===== config.mk =====
export PLATFORM = sky130hd
export DESIGN_NAME = axis_snoop_rr_arbiter_flat
export DESIGN_NICKNAME = d
export VERILOG_FILES = /design/src/rtl/axis_snoop_pkg.sv /design/src/rtl/axis_snoop_rr_arbiter_if.sv /design/src/rtl/axis_rr_pick.sv /design/src/rtl/axis_snoop_rr_arbiter.sv /design/src/flat_wrapper.sv
export SDC_FILE = /design/constraint.sdc
export NUM_CORES = 1
export LEC_CHECK = 0
export BUFFER_PORTS_ARGS = -buffer_cell sky130_fd_sc_hd__buf_2
export CORE_ASPECT_RATIO = 0.75
export CORE_MARGIN = 3
export CORE_UTILIZATION = 54
export CTS_BUF_LIST = sky130_fd_sc_hd__clkbuf_4
export DETAILED_ROUTE_END_ITERATION = 10
export GPL_TIMING_DRIVEN = 0
export PLACE_DENSITY = 0.84
export SLEW_MARGIN = 20
export SYNTH_ARGS = -nofsm -noshare
export SYNTH_HDL_FRONTEND = slang
export SYNTH_SLANG_ARGS = --single-unit

===== constraint.sdc =====
create_clock -name s_axis_aclk -period 2.6 [get_ports s_axis_aclk]
set_clock_uncertainty 0.1 [all_clocks]
set_input_delay 0.52 -clock s_axis_aclk [delete_from_list [all_inputs] [get_ports s_axis_aclk]]
set_output_delay 0.52 -clock s_axis_aclk [all_outputs]
set_load 0.05 [all_outputs]

===== src/rtl/axis_snoop_pkg.sv =====
// Shared definitions for the snoop-FIFO drain arbiter.
//   arb_state_t         : arbiter FSM states
//   MAX_PKT_LEN_DEFAULT : default overlength threshold in beats
//   next_rr()           : round-robin search, used by the RTL picker and the bench model
package axis_snoop_pkg;

  typedef enum logic [0:0] {
    IDLE = 1'b0,
    FWD  = 1'b1
  } arb_state_t;

  localparam int MAX_PKT_LEN_DEFAULT = 1500;
  localparam int RR_MAX_CH           = 32;

  // Returns the first set request found by searching from last+1 upward,
  // wrapping modulo num_ch. Returns -1 when no request is set.
  function automatic int next_rr(input logic [RR_MAX_CH-1:0] req,
                                 input int                   last,
                                 input int                   num_ch);
    int                   idx;
    logic [RR_MAX_CH-1:0] rot;
    next_rr = -1;
    for (int i = 1; i <= RR_MAX_CH; i++) begin
      if (i <= num_ch) begin
        idx = (last + i) % num_ch;
        rot = req >> idx;
        if (next_rr < 0 && rot[0]) next_rr = idx;
      end
    end
  endfunction

endpackage


===== src/rtl/axis_snoop_rr_arbiter_if.sv =====
// Bus bundle for the drain arbiter: NUM_CH AXI-Stream inputs and the merged output.
//   slave  : arbiter view (consumes s_axis_*, produces m_axis_*)
//   master : environment view (drives s_axis_* and m_axis_tready)
interface axis_snoop_rr_arbiter_if #(
  parameter int NUM_CH     = 4,
  parameter int DATA_WIDTH = 8
);
  localparam int CH_W = $clog2(NUM_CH);

  logic [NUM_CH-1:0]            s_axis_tvalid;
  logic [NUM_CH-1:0]            s_axis_tready;
  logic [NUM_CH*DATA_WIDTH-1:0] s_axis_tdata;
  logic [NUM_CH-1:0]            s_axis_tlast;

  logic                         m_axis_tvalid;
  logic                         m_axis_tready;
  logic [DATA_WIDTH-1:0]        m_axis_tdata;
  logic                         m_axis_tlast;
  logic [CH_W-1:0]              m_axis_tdest;

  modport slave (
    input  s_axis_tvalid, s_axis_tdata, s_axis_tlast, m_axis_tready,
    output s_axis_tready, m_axis_tvalid, m_axis_tdata, m_axis_tlast, m_axis_tdest
  );

  modport master (
    output s_axis_tvalid, s_axis_tdata, s_axis_tlast, m_axis_tready,
    input  s_axis_tready, m_axis_tvalid, m_axis_tdata, m_axis_tlast, m_axis_tdest
  );
endinterface


===== src/rtl/axis_rr_pick.sv =====
// Combinational round-robin picker.
//   req        : per-channel request vector
//   last_grant : channel served most recently
//   grant      : next channel to serve (0 when none requests)
//   grant_vld  : at least one channel requests
module axis_rr_pick
  import axis_snoop_pkg::*;
#(
  parameter int NUM_CH = 4,
  parameter int CH_W   = $clog2(NUM_CH)
) (
  input  logic [NUM_CH-1:0] req,
  input  logic [CH_W-1:0]   last_grant,
  output logic [CH_W-1:0]   grant,
  output logic              grant_vld
);

  logic [RR_MAX_CH-1:0] req_ext;
  int                   pick;

  always_comb begin
    req_ext             = '0;
    req_ext[NUM_CH-1:0] = req;
    pick                = next_rr(req_ext, int'(last_grant), NUM_CH);
    grant_vld           = (pick >= 0);
    grant               = grant_vld ? pick[CH_W-1:0] : '0;
  end

endmodule


===== src/rtl/axis_snoop_rr_arbiter.sv =====
// Packet-atomic round-robin merge of NUM_CH snoop FIFO outputs onto one stream.
//   s_axis_aclk    : clock
//   s_axis_areset  : asynchronous active-high reset
//   bus            : input channels and registered merged output (tdest = source)
//   pkt_count      : packets forwarded, wraps at 2^32
//   err_overlength : sticky, set when a packet exceeds MAX_PKT_LEN beats
//
// state | meaning
// IDLE  | no owner; pick next requester round-robin, all tready low
// FWD   | granted channel owns the output until its tlast beat is accepted
module axis_snoop_rr_arbiter
  import axis_snoop_pkg::*;
#(
  parameter int NUM_CH      = 4,
  parameter int DATA_WIDTH  = 8,
  parameter int MAX_PKT_LEN = MAX_PKT_LEN_DEFAULT
) (
  input  logic                    s_axis_aclk,
  input  logic                    s_axis_areset,
  axis_snoop_rr_arbiter_if.slave  bus,
  output logic [31:0]             pkt_count,
  output logic                    err_overlength
);

  localparam int CH_W = $clog2(NUM_CH);
  localparam int BC_W = $clog2(MAX_PKT_LEN + 2);

  arb_state_t            state;
  logic [CH_W-1:0]       grant;
  logic [CH_W-1:0]       last_grant;
  logic [CH_W-1:0]       pick_grant;
  logic                  pick_vld;
  logic [BC_W-1:0]       beat_cnt;

  logic                  out_free;
  logic                  in_hs;
  logic                  out_hs;
  logic                  sel_last;
  logic [DATA_WIDTH-1:0] sel_data;
  logic [NUM_CH-1:0]     ready_c;

  axis_rr_pick #(.NUM_CH(NUM_CH), .CH_W(CH_W)) u_pick (
    .req        (bus.s_axis_tvalid),
    .last_grant (last_grant),
    .grant      (pick_grant),
    .grant_vld  (pick_vld)
  );

  // Output slot can take a beat when empty or being drained this cycle.
  assign out_free = !bus.m_axis_tvalid || bus.m_axis_tready;
  assign out_hs   = bus.m_axis_tvalid && bus.m_axis_tready;

  always_comb begin
    sel_data = '0;
    sel_last = 1'b0;
    ready_c  = '0;
    for (int c = 0; c < NUM_CH; c++) begin
      if (grant == CH_W'(c)) begin
        sel_data = bus.s_axis_tdata[c*DATA_WIDTH +: DATA_WIDTH];
        sel_last = bus.s_axis_tlast[c];
        ready_c[c] = (state == FWD) && out_free;
      end
    end
  end

  assign bus.s_axis_tready = ready_c;
  assign in_hs = |(ready_c & bus.s_axis_tvalid);

  always_ff @(posedge s_axis_aclk or posedge s_axis_areset) begin
    if (s_axis_areset) begin
      state             <= IDLE;
      grant             <= '0;
      last_grant        <= CH_W'(NUM_CH - 1);
      bus.m_axis_tvalid <= 1'b0;
      bus.m_axis_tdata  <= '0;
      bus.m_axis_tlast  <= 1'b0;
      bus.m_axis_tdest  <= '0;
      pkt_count         <= '0;
      err_overlength    <= 1'b0;
      beat_cnt          <= '0;
    end else begin
      case (state)
        IDLE: begin
          if (pick_vld) begin
            grant <= pick_grant;
            state <= FWD;
          end
        end
        FWD: begin
          // Grant is held until the owner's tlast beat, regardless of tvalid gaps.
          if (in_hs && sel_last) begin
            last_grant <= grant;
            state      <= IDLE;
          end
        end
      endcase

      if (in_hs) begin
        bus.m_axis_tvalid <= 1'b1;
        bus.m_axis_tdata  <= sel_data;
        bus.m_axis_tlast  <= sel_last;
        bus.m_axis_tdest  <= grant;
      end else if (out_hs) begin
        bus.m_axis_tvalid <= 1'b0;
      end

      if (out_hs && bus.m_axis_tlast) pkt_count <= pkt_count + 32'd1;

      if (in_hs) begin
        if (sel_last) begin
          beat_cnt <= '0;
        end else if (beat_cnt < BC_W'(MAX_PKT_LEN + 1)) begin
          beat_cnt <= beat_cnt + 1'b1;
        end
        // This beat is number MAX_PKT_LEN and more follow: packet is overlength.
        if (!sel_last && beat_cnt == BC_W'(MAX_PKT_LEN - 1)) err_overlength <= 1'b1;
      end
    end
  end

endmodule


===== src/flat_wrapper.sv =====
// flat-port wrapper written by rule: the top's interface ports become plain ports
module axis_snoop_rr_arbiter_flat import axis_snoop_pkg::*;
#(
  parameter int NUM_CH      = 4,
  parameter int DATA_WIDTH  = 8,
  parameter int MAX_PKT_LEN = MAX_PKT_LEN_DEFAULT
)
  (s_axis_aclk, s_axis_areset, pkt_count, err_overlength, bus_s_axis_tvalid, bus_s_axis_tdata, bus_s_axis_tlast, bus_m_axis_tready, bus_s_axis_tready, bus_m_axis_tvalid, bus_m_axis_tdata, bus_m_axis_tlast, bus_m_axis_tdest);
  axis_snoop_rr_arbiter_if #(.NUM_CH(NUM_CH), .DATA_WIDTH(DATA_WIDTH)) bus_i ();
  input  logic s_axis_aclk;
  input  logic s_axis_areset;
  output logic [31:0] pkt_count;
  output logic err_overlength;
  input wire logic [$bits(bus_i.s_axis_tvalid)-1:0] bus_s_axis_tvalid;
  input wire logic [$bits(bus_i.s_axis_tdata)-1:0] bus_s_axis_tdata;
  input wire logic [$bits(bus_i.s_axis_tlast)-1:0] bus_s_axis_tlast;
  input wire logic [$bits(bus_i.m_axis_tready)-1:0] bus_m_axis_tready;
  output wire logic [$bits(bus_i.s_axis_tready)-1:0] bus_s_axis_tready;
  output wire logic [$bits(bus_i.m_axis_tvalid)-1:0] bus_m_axis_tvalid;
  output wire logic [$bits(bus_i.m_axis_tdata)-1:0] bus_m_axis_tdata;
  output wire logic [$bits(bus_i.m_axis_tlast)-1:0] bus_m_axis_tlast;
  output wire logic [$bits(bus_i.m_axis_tdest)-1:0] bus_m_axis_tdest;
  assign bus_i.s_axis_tvalid = bus_s_axis_tvalid;
  assign bus_i.s_axis_tdata = bus_s_axis_tdata;
  assign bus_i.s_axis_tlast = bus_s_axis_tlast;
  assign bus_i.m_axis_tready = bus_m_axis_tready;
  assign bus_s_axis_tready = bus_i.s_axis_tready;
  assign bus_m_axis_tvalid = bus_i.m_axis_tvalid;
  assign bus_m_axis_tdata = bus_i.m_axis_tdata;
  assign bus_m_axis_tlast = bus_i.m_axis_tlast;
  assign bus_m_axis_tdest = bus_i.m_axis_tdest;
  axis_snoop_rr_arbiter #(.NUM_CH(NUM_CH), .DATA_WIDTH(DATA_WIDTH), .MAX_PKT_LEN(MAX_PKT_LEN)) u_core (.s_axis_aclk(s_axis_aclk), .s_axis_areset(s_axis_areset), .bus(bus_i), .pkt_count(pkt_count), .err_overlength(err_overlength));
endmodule

==> run_results.csv, run 1 <==
group,metric,value,unit
worst_setup_path,crit_required,1980,ps
synth,synth-edff-count,0,
cells_and_area,layout_commonest_cell,"buf_2",
placement,io_buffers,91,
worst_setup_path,critical_path.top_delay_family,"buffers and inverters",
detailed_routing,dr.pass1.iters,4,
worst_hold_path,hold_path_class,"flip-flop to flip-flop",
cts,h-tree-depth,3,
timing,relSlewSlack,61.8,%
cts,post_cts_buffers,0,
timing,drv_slew,0,
cells_and_area,multi_input_area,0.00154,mm²
timing,fin_crit_sh,92.1,%
cells_and_area,final_core_utilization,71.3,%
cts,tritoncts.num_buffers,9,
synth,synth_warnings,0,
floorplanning,core_area,0.00550,mm²
placement,dp.cells,454,
timing,fmax,417,MHz
worst_setup_path,crit_fanout,10,
detailed_routing,vias,2673,
floorplanning,ios,92,
cells_and_area,drive_gt1_share,38.0,%
cells_and_area,fin_nets,435,
synth,synthesis.instances,287,
power,leakagePower,1.97,nW
worst_setup_path,reg2reg_depth,7,
timing,hold_violations,0,
grt,grt_max_degree,56,
power,ir_worst_vdd,0.000840,V
power,switching_share,42.9,%
cts,root_buffer,"clkbuf_4",
timing,hold-worst-slack,376,ps
timing,rsz0062_at_grt,"false",
synth,yosysUniqueCellTypes,48,
detailed_routing,drt-total-wl,7330,µm
worst_setup_path,cp-endpoint,"bus_s_axis_tready[1]",
worst_setup_path,regToRegStartpoint,"u_core.grant[1]",
cells_and_area,layout_common_cells,"buf_2 (92), dfrtp_1 (59), nand2_1 (28)",
worst_setup_path,cp.arrival,1780,ps
grt,grt_pass1_wl,12500,µm
cells_and_area,num_antenna_cells,0,
synth,async_flop_share,100,%
floorplanning,start_util,57.7,%
worst_setup_path,rr_endpoint,"u_core.err_overlength",
detailed_routing,route.detailed.drc,0,
grt,grt_overflow,0,
grt,grtUsageTotal,23.8,%
timing,tns,0,ps
synth,synth-main-ff-cell,"dfrtp_1",
floorplanning,die_h,72.4,µm
cts,cts.sinks,61,
cells_and_area,stdcell_count,470,
cts,clkSlewWorstSetupHoldPaths,110,ps
detailed_routing,drtIter0Drc,161,
detailed_routing,post_drt_wl_per_cell,15.6,µm
power,clkPwrFrac,19.5,%
power,power.total,3.83,mW
synth,ys_ff_latch,61,
cts,ctsLongestPathBuffers,2,
cells_and_area,design_area,0.00392,mm²
cells_and_area,seqCellArea,0.00153,mm²
placement,place_area,0.00375,mm²
timing,worstMarginPinSlew,572,ps
worst_setup_path,cpPeakStageDelay,330,ps
outcome,status,"complete, no violations",
worst_setup_path,ff2ff_setup_slack,440,ps
worst_setup_path,crit_cells,5,
synth,synth_area,0.00317,mm²
synth,synth-seq-area-share,48.2,%
power,p_sw,1.65,mW
placement,place_hpwl,5510,µm
floorplanning,die_w,94.5,µm
detailed_routing,ant_nets,0,
worst_setup_path,cp-startpoint,"u_core.grant[0]",
cts,cts_tree,"done",
worst_setup_path,worst-setup-path-type,"flip-flop to output pin",
detailed_routing,vias_per_cell,5.69,
grt,antenna_found_initial,0,
worst_setup_path,timing.critical_path.buf_inv,4,
synth,syn_area_per_cell,11.1,µm²
power,p_per_area,977,mW/mm²
job,drv_cap,0,
timing,finalCriticalPeriod,2400,ps
cells_and_area,syn2layout_area_growth,23.6,%
placement,dp_slack,275,ps
timing,setup_ws,204,ps
power,intPower,2.19,mW
timing,setup_violations,0,
power,p_seq_share,34.0,%
cts,clk-insertion-delay-late,410,ps
worst_setup_path,crit_slowest_cell,"dfrtp_1",
floorplanning,die_area,0.00684,mm²
worst_setup_path,end_kind,"output pin",
placement,place.gp.congestion,0.855,
power,comb_power_share,46.5,%
worst_setup_path,cp_cell_sequence,"buf_2 -> buf_4 -> inv_1 -> nor3_1 -> clkbuf_4",
grt,grt_pass1_vias,2767,
synth,synth_nets,332,
cells_and_area,num-fill-cells,402,
worst_setup_path,critPathLaunchType,"flip-flop",
floorplanning,floorplan.rows,23,
[routing by layer]
layer,track usage (%),up-vias,share of wire [%]
met5,0,-,0
met4,6.88,0,1.6
met3,9.33,14,7.6
met2,39.8,105,50
met1,28.9,1310,41
li1,-,1244,-
[cell families (layout without fill, tap and decap cells)]
kind of cell    Yosys count  after routing  share of synthesized area (%)
xor+xnor                 31             31                           8.56
mux                      25             25                           12.7
buf+inv                  23            131                           3.35
flops                    61             61                           48.2
simple gates            104            104                           17.3
fa+ha+maj                 2              2                          0.789
compound gates           41             41                           9.07
[synthesized netlist by cell type, drive strengths merged (3+ instances only)]
library cell / n / area share, %
dfrtp: 59 / 47
nand2: 28 / 3.3
xnor2: 20 / 5.5
nor2: 18 / 2.1
nand3: 17 / 2.7
o21ai: 16 / 2.5
inv: 13 / 1.5
and3: 11 / 2.2
mux2: 11 / 4.4
xor2: 11 / 3.0
mux4: 10 / 7.1
nor3: 9 / 1.7
nand4: 8 / 1.8
buf: 5 / 1.2
clkbuf: 5 / 0.63
a21oi: 4 / 0.63
mux2i: 4 / 1.3
a211oi: 3 / 0.71
a41oi: 3 / 0.83
nand2b: 3 / 0.91
o31ai: 3 / 0.71
[sequential cells by signal, indices dropped and copies added (netlist names), 2 cells and up]
name and count:
u_core.last_grant 2, u_core.pkt_count 32, u_core.bus.m_axis_tdata 8, u_core.bus.m_axis_tdest 2, u_core.grant 2, u_core.beat_cnt 11
[power by group through the flow]
| stage | registers [mW] | clock network, mW | logic (mW) |
|---|---|---|---|
| floorplan | 1.74 | 0 | 0.939 |
| global placement | 1.31 | 0 | 1.74 |
| detailed placement | 1.31 | 0 | 1.79 |
| CTS | 1.30 | 0.768 | 1.78 |
| global route | 1.33 | 0.813 | 1.92 |
| finish | 1.30 | 0.748 | 1.78 |
[area by class of cell]
cell class,instances,area share (%)
Multi-Input combinational cell,203,39.2
Tap cell,75,2.39
Timing Repair Buffer,93,12.6
Clock buffer,11,2.11
Clock inverter,5,1.91
Inverter,13,1.31
Sequential cell,61,39.0
Buffer,9,1.44
[timing repair]
action | in CTS | in global routing
hold endpoints to repair | 6 | 0
hold buffers | 1 | 0
setup endpoints to repair | 2 | 2
resized for setup | 0 | 3
[worst min-delay path by stage]
stage | cells after the start | from | slack, ps | endpoint
finish | 1 | u_core.pkt_count[31] | 380 | u_core.pkt_count[31]
floorplan | 2 | u_core.last_grant[0] | 380 | u_core.last_grant[0]
CTS | 4 | bus_s_axis_tvalid[0] | 360 | u_core.grant[1]
detailed placement | 2 | s_axis_areset | 320 | u_core.pkt_count[28]
global route | 3 | bus_m_axis_tready | 370 | u_core.bus.m_axis_tvalid
global placement | 1 | u_core.pkt_count[31] | 360 | u_core.pkt_count[31]
Power figures use the tool's default switching activity.
==> run 2: changes to the inputs <==
- CELL_PAD_IN_SITES_DETAIL_PLACEMENT: unset -> 1
- CELL_PAD_IN_SITES_GLOBAL_PLACEMENT: unset -> 2
- CORE_UTILIZATION: 54 -> 33
- GPL_ROUTABILITY_DRIVEN: unset -> 0
- PLACE_DENSITY: 0.84 -> 0.82
==> run 2 against run 1 <==
  * Design area grew 0.57%
  * Global-route usage shrank 7.4 points
  * Utilization shrank 28 points
  * Largest power group unchanged
  * Clock-buffer cell count shrank 1
  * Via count shrank 2.7%
  * Die area grew 58%
  * Worst hold slack lost 0.57 ps
  * Sequential power is essentially flat
==> run_results.csv, run 2 (synthesis results as in run 1) <==
group,metric,value,unit
worst_setup_path,ff2ff_setup_slack,460,ps
placement,place_hpwl,6420,µm
cts,clk-insertion-delay-late,390,ps
grt,grt_max_degree,57,
placement,io_buffers,91,
worst_setup_path,worst-setup-path-type,"flip-flop to output pin",
detailed_routing,drtIter0Drc,96,
detailed_routing,post_drt_wl_per_cell,16.0,µm
cts,tritoncts.num_buffers,9,
timing,worstMarginPinSlew,575,ps
outcome,status,"complete, no violations",
worst_setup_path,cp-startpoint,"u_core.grant[0]",
cts,clkSlewWorstSetupHoldPaths,90,ps
floorplanning,floorplan.rows,30,
detailed_routing,vias,2600,
detailed_routing,vias_per_cell,4.99,
worst_setup_path,cpPeakStageDelay,320,ps
worst_setup_path,end_kind,"output pin",
detailed_routing,route.detailed.drc,0,
grt,grt_pass1_wl,14200,µm
cells_and_area,largest_reg_flops,32,
floorplanning,die_area,0.0108,mm²
cts,ctsLongestPathBuffers,2,
detailed_routing,ant_nets,0,
timing,drv_slew,0,
timing,setup_ws,194,ps
timing,fin_crit_sh,92.6,%
cts,cts_tree,"done",
detailed_routing,dr.pass1.iters,4,
timing,relSlewSlack,61.4,%
worst_setup_path,critPathLaunchType,"flip-flop",
worst_setup_path,crit_path_frequent_cell,"buf_2",
cts,root_buffer,"clkbuf_4",
worst_setup_path,crit_required,1980,ps
cells_and_area,num-fill-cells,1074,
worst_setup_path,regToRegStartpoint,"u_core.grant[1]",
cells_and_area,num_antenna_cells,0,
grt,antenna_found_initial,0,
worst_setup_path,cp.arrival,1790,ps
cells_and_area,top_register,"u_core.pkt_count",
floorplanning,die_h,90.9,µm
placement,place_area,0.00382,mm²
placement,dp_slack,226,ps
worst_setup_path,crit_slowest_cell,"dfrtp_1",
power,leakagePower,1.95,nW
timing,rsz0062_at_grt,"false",
cells_and_area,fin_nets,435,
worst_setup_path,crit_fanout,10,
grt,grt_pass1_vias,2734,
worst_hold_path,hp-start,"u_core.pkt_count[31]",
job,drv_cap,0,
floorplanning,core_area,0.00920,mm²
cts,post_cts_buffers,0,
power,p_per_area,941,mW/mm²
cells_and_area,reg_top3,"u_core.pkt_count x32, u_core.beat_cnt x11, u_core.bus.m_axis_tdata x8",
worst_setup_path,cp_cell_sequence,"buf_2 -> buf_4 -> inv_1 -> nor3_1 -> buf_2",
timing,hold_violations,0,
cells_and_area,syn2layout_area_growth,24.3,%
floorplanning,start_util,34.5,%
timing,fmax,416,MHz
timing,finalCriticalPeriod,2410,ps
power,ir_worst_vdd,0.000731,V
cells_and_area,layout_commonest_cell,"buf_2",
cells_and_area,design_area,0.00394,mm²
grt,grt_overflow,0,
worst_hold_path,hold_path_class,"flip-flop to flip-flop",
timing,tns,0,ps
detailed_routing,drt-total-wl,8350,µm
cells_and_area,layout_common_cells,"buf_2 (93), dfrtp_1 (59), nand2_1 (28)",
floorplanning,ios,92,
grt,grtUsageTotal,16.4,%
power,power.total,3.71,mW
cts,h-tree-depth,3,
timing,setup_violations,0,
cts,cts.sinks,61,
floorplanning,die_w,119,µm
cells_and_area,drive_gt1_share,36.9,%
## run 2: cell count changes in the layout (fill, tap and decap cells not counted), sizes merged
cell	change
clkbuf	-2
buf	+1
bufinv	-1
## run 2: critical path, delay by kind of cell, from the launching register on
family / cells / cell delay (ps)
and+or+nand+nor: 1 / 190
DFF: 1 / 320
buffers and inverters: 4 / 890
## run 2: where the power goes
group          switching (mW)  leakage [nW]  internal, mW
clock network           0.326        0.0648         0.285
registers               0.147         0.781          1.14
logic                    1.18          1.10         0.633
## run 2: worst paths after layout
check	end	cells after the start
max in group asynchronous	u_core.last_grant[0]	4
min	u_core.pkt_count[31]	1
min reg2reg	u_core.pkt_count[31]	1
max reg2reg	u_core.err_overlength	7
min in group asynchronous	u_core.pkt_count[26]	3
max	bus_s_axis_tready[1]	5
## run 2: per-layer routing
metal	up-vias	track usage [%]	part of all wire [%]
li1	1252	-	-
met1	1278	21.8	45
met2	63	25.6	48
met3	7	5.45	6.2
met4	0	4.63	0.98
met5	-	0	0
## run 2: area by class of cell
type,instances,area (µm²),area share [%]
multi-input combinational,203,1540,39.0
sequential,61,1530,38.8
tap,128,160,4.06
buffer,9,56.3,1.43
clock buffer,10,75.1,1.90
timing repair buffer,93,493,12.5
inverter,13,51.3,1.30
clock inverter,4,41.3,1.05
## run 2: per-stage QoR
step / cells / utilization (%) / hold WS, ps
6_report: 521 / 42.9 / 375
4_1_cts: 521 / 42.9 / 349
5_1_grt: 521 / 42.9 / 389
2_1_floorplan: 287 / - / 381
3_5_place_dp: 507 / 41.5 / 312
3_3_place_gp: 506 / 41.2 / 360
## run 2: repair_timing
item / 4_1_cts / 5_1_grt
endpoints found under the hold margin: 5 / 0
endpoints found under the setup margin: 3 / 0
gates resized for setup: 1 / 0
hold buffers: 1 / 0
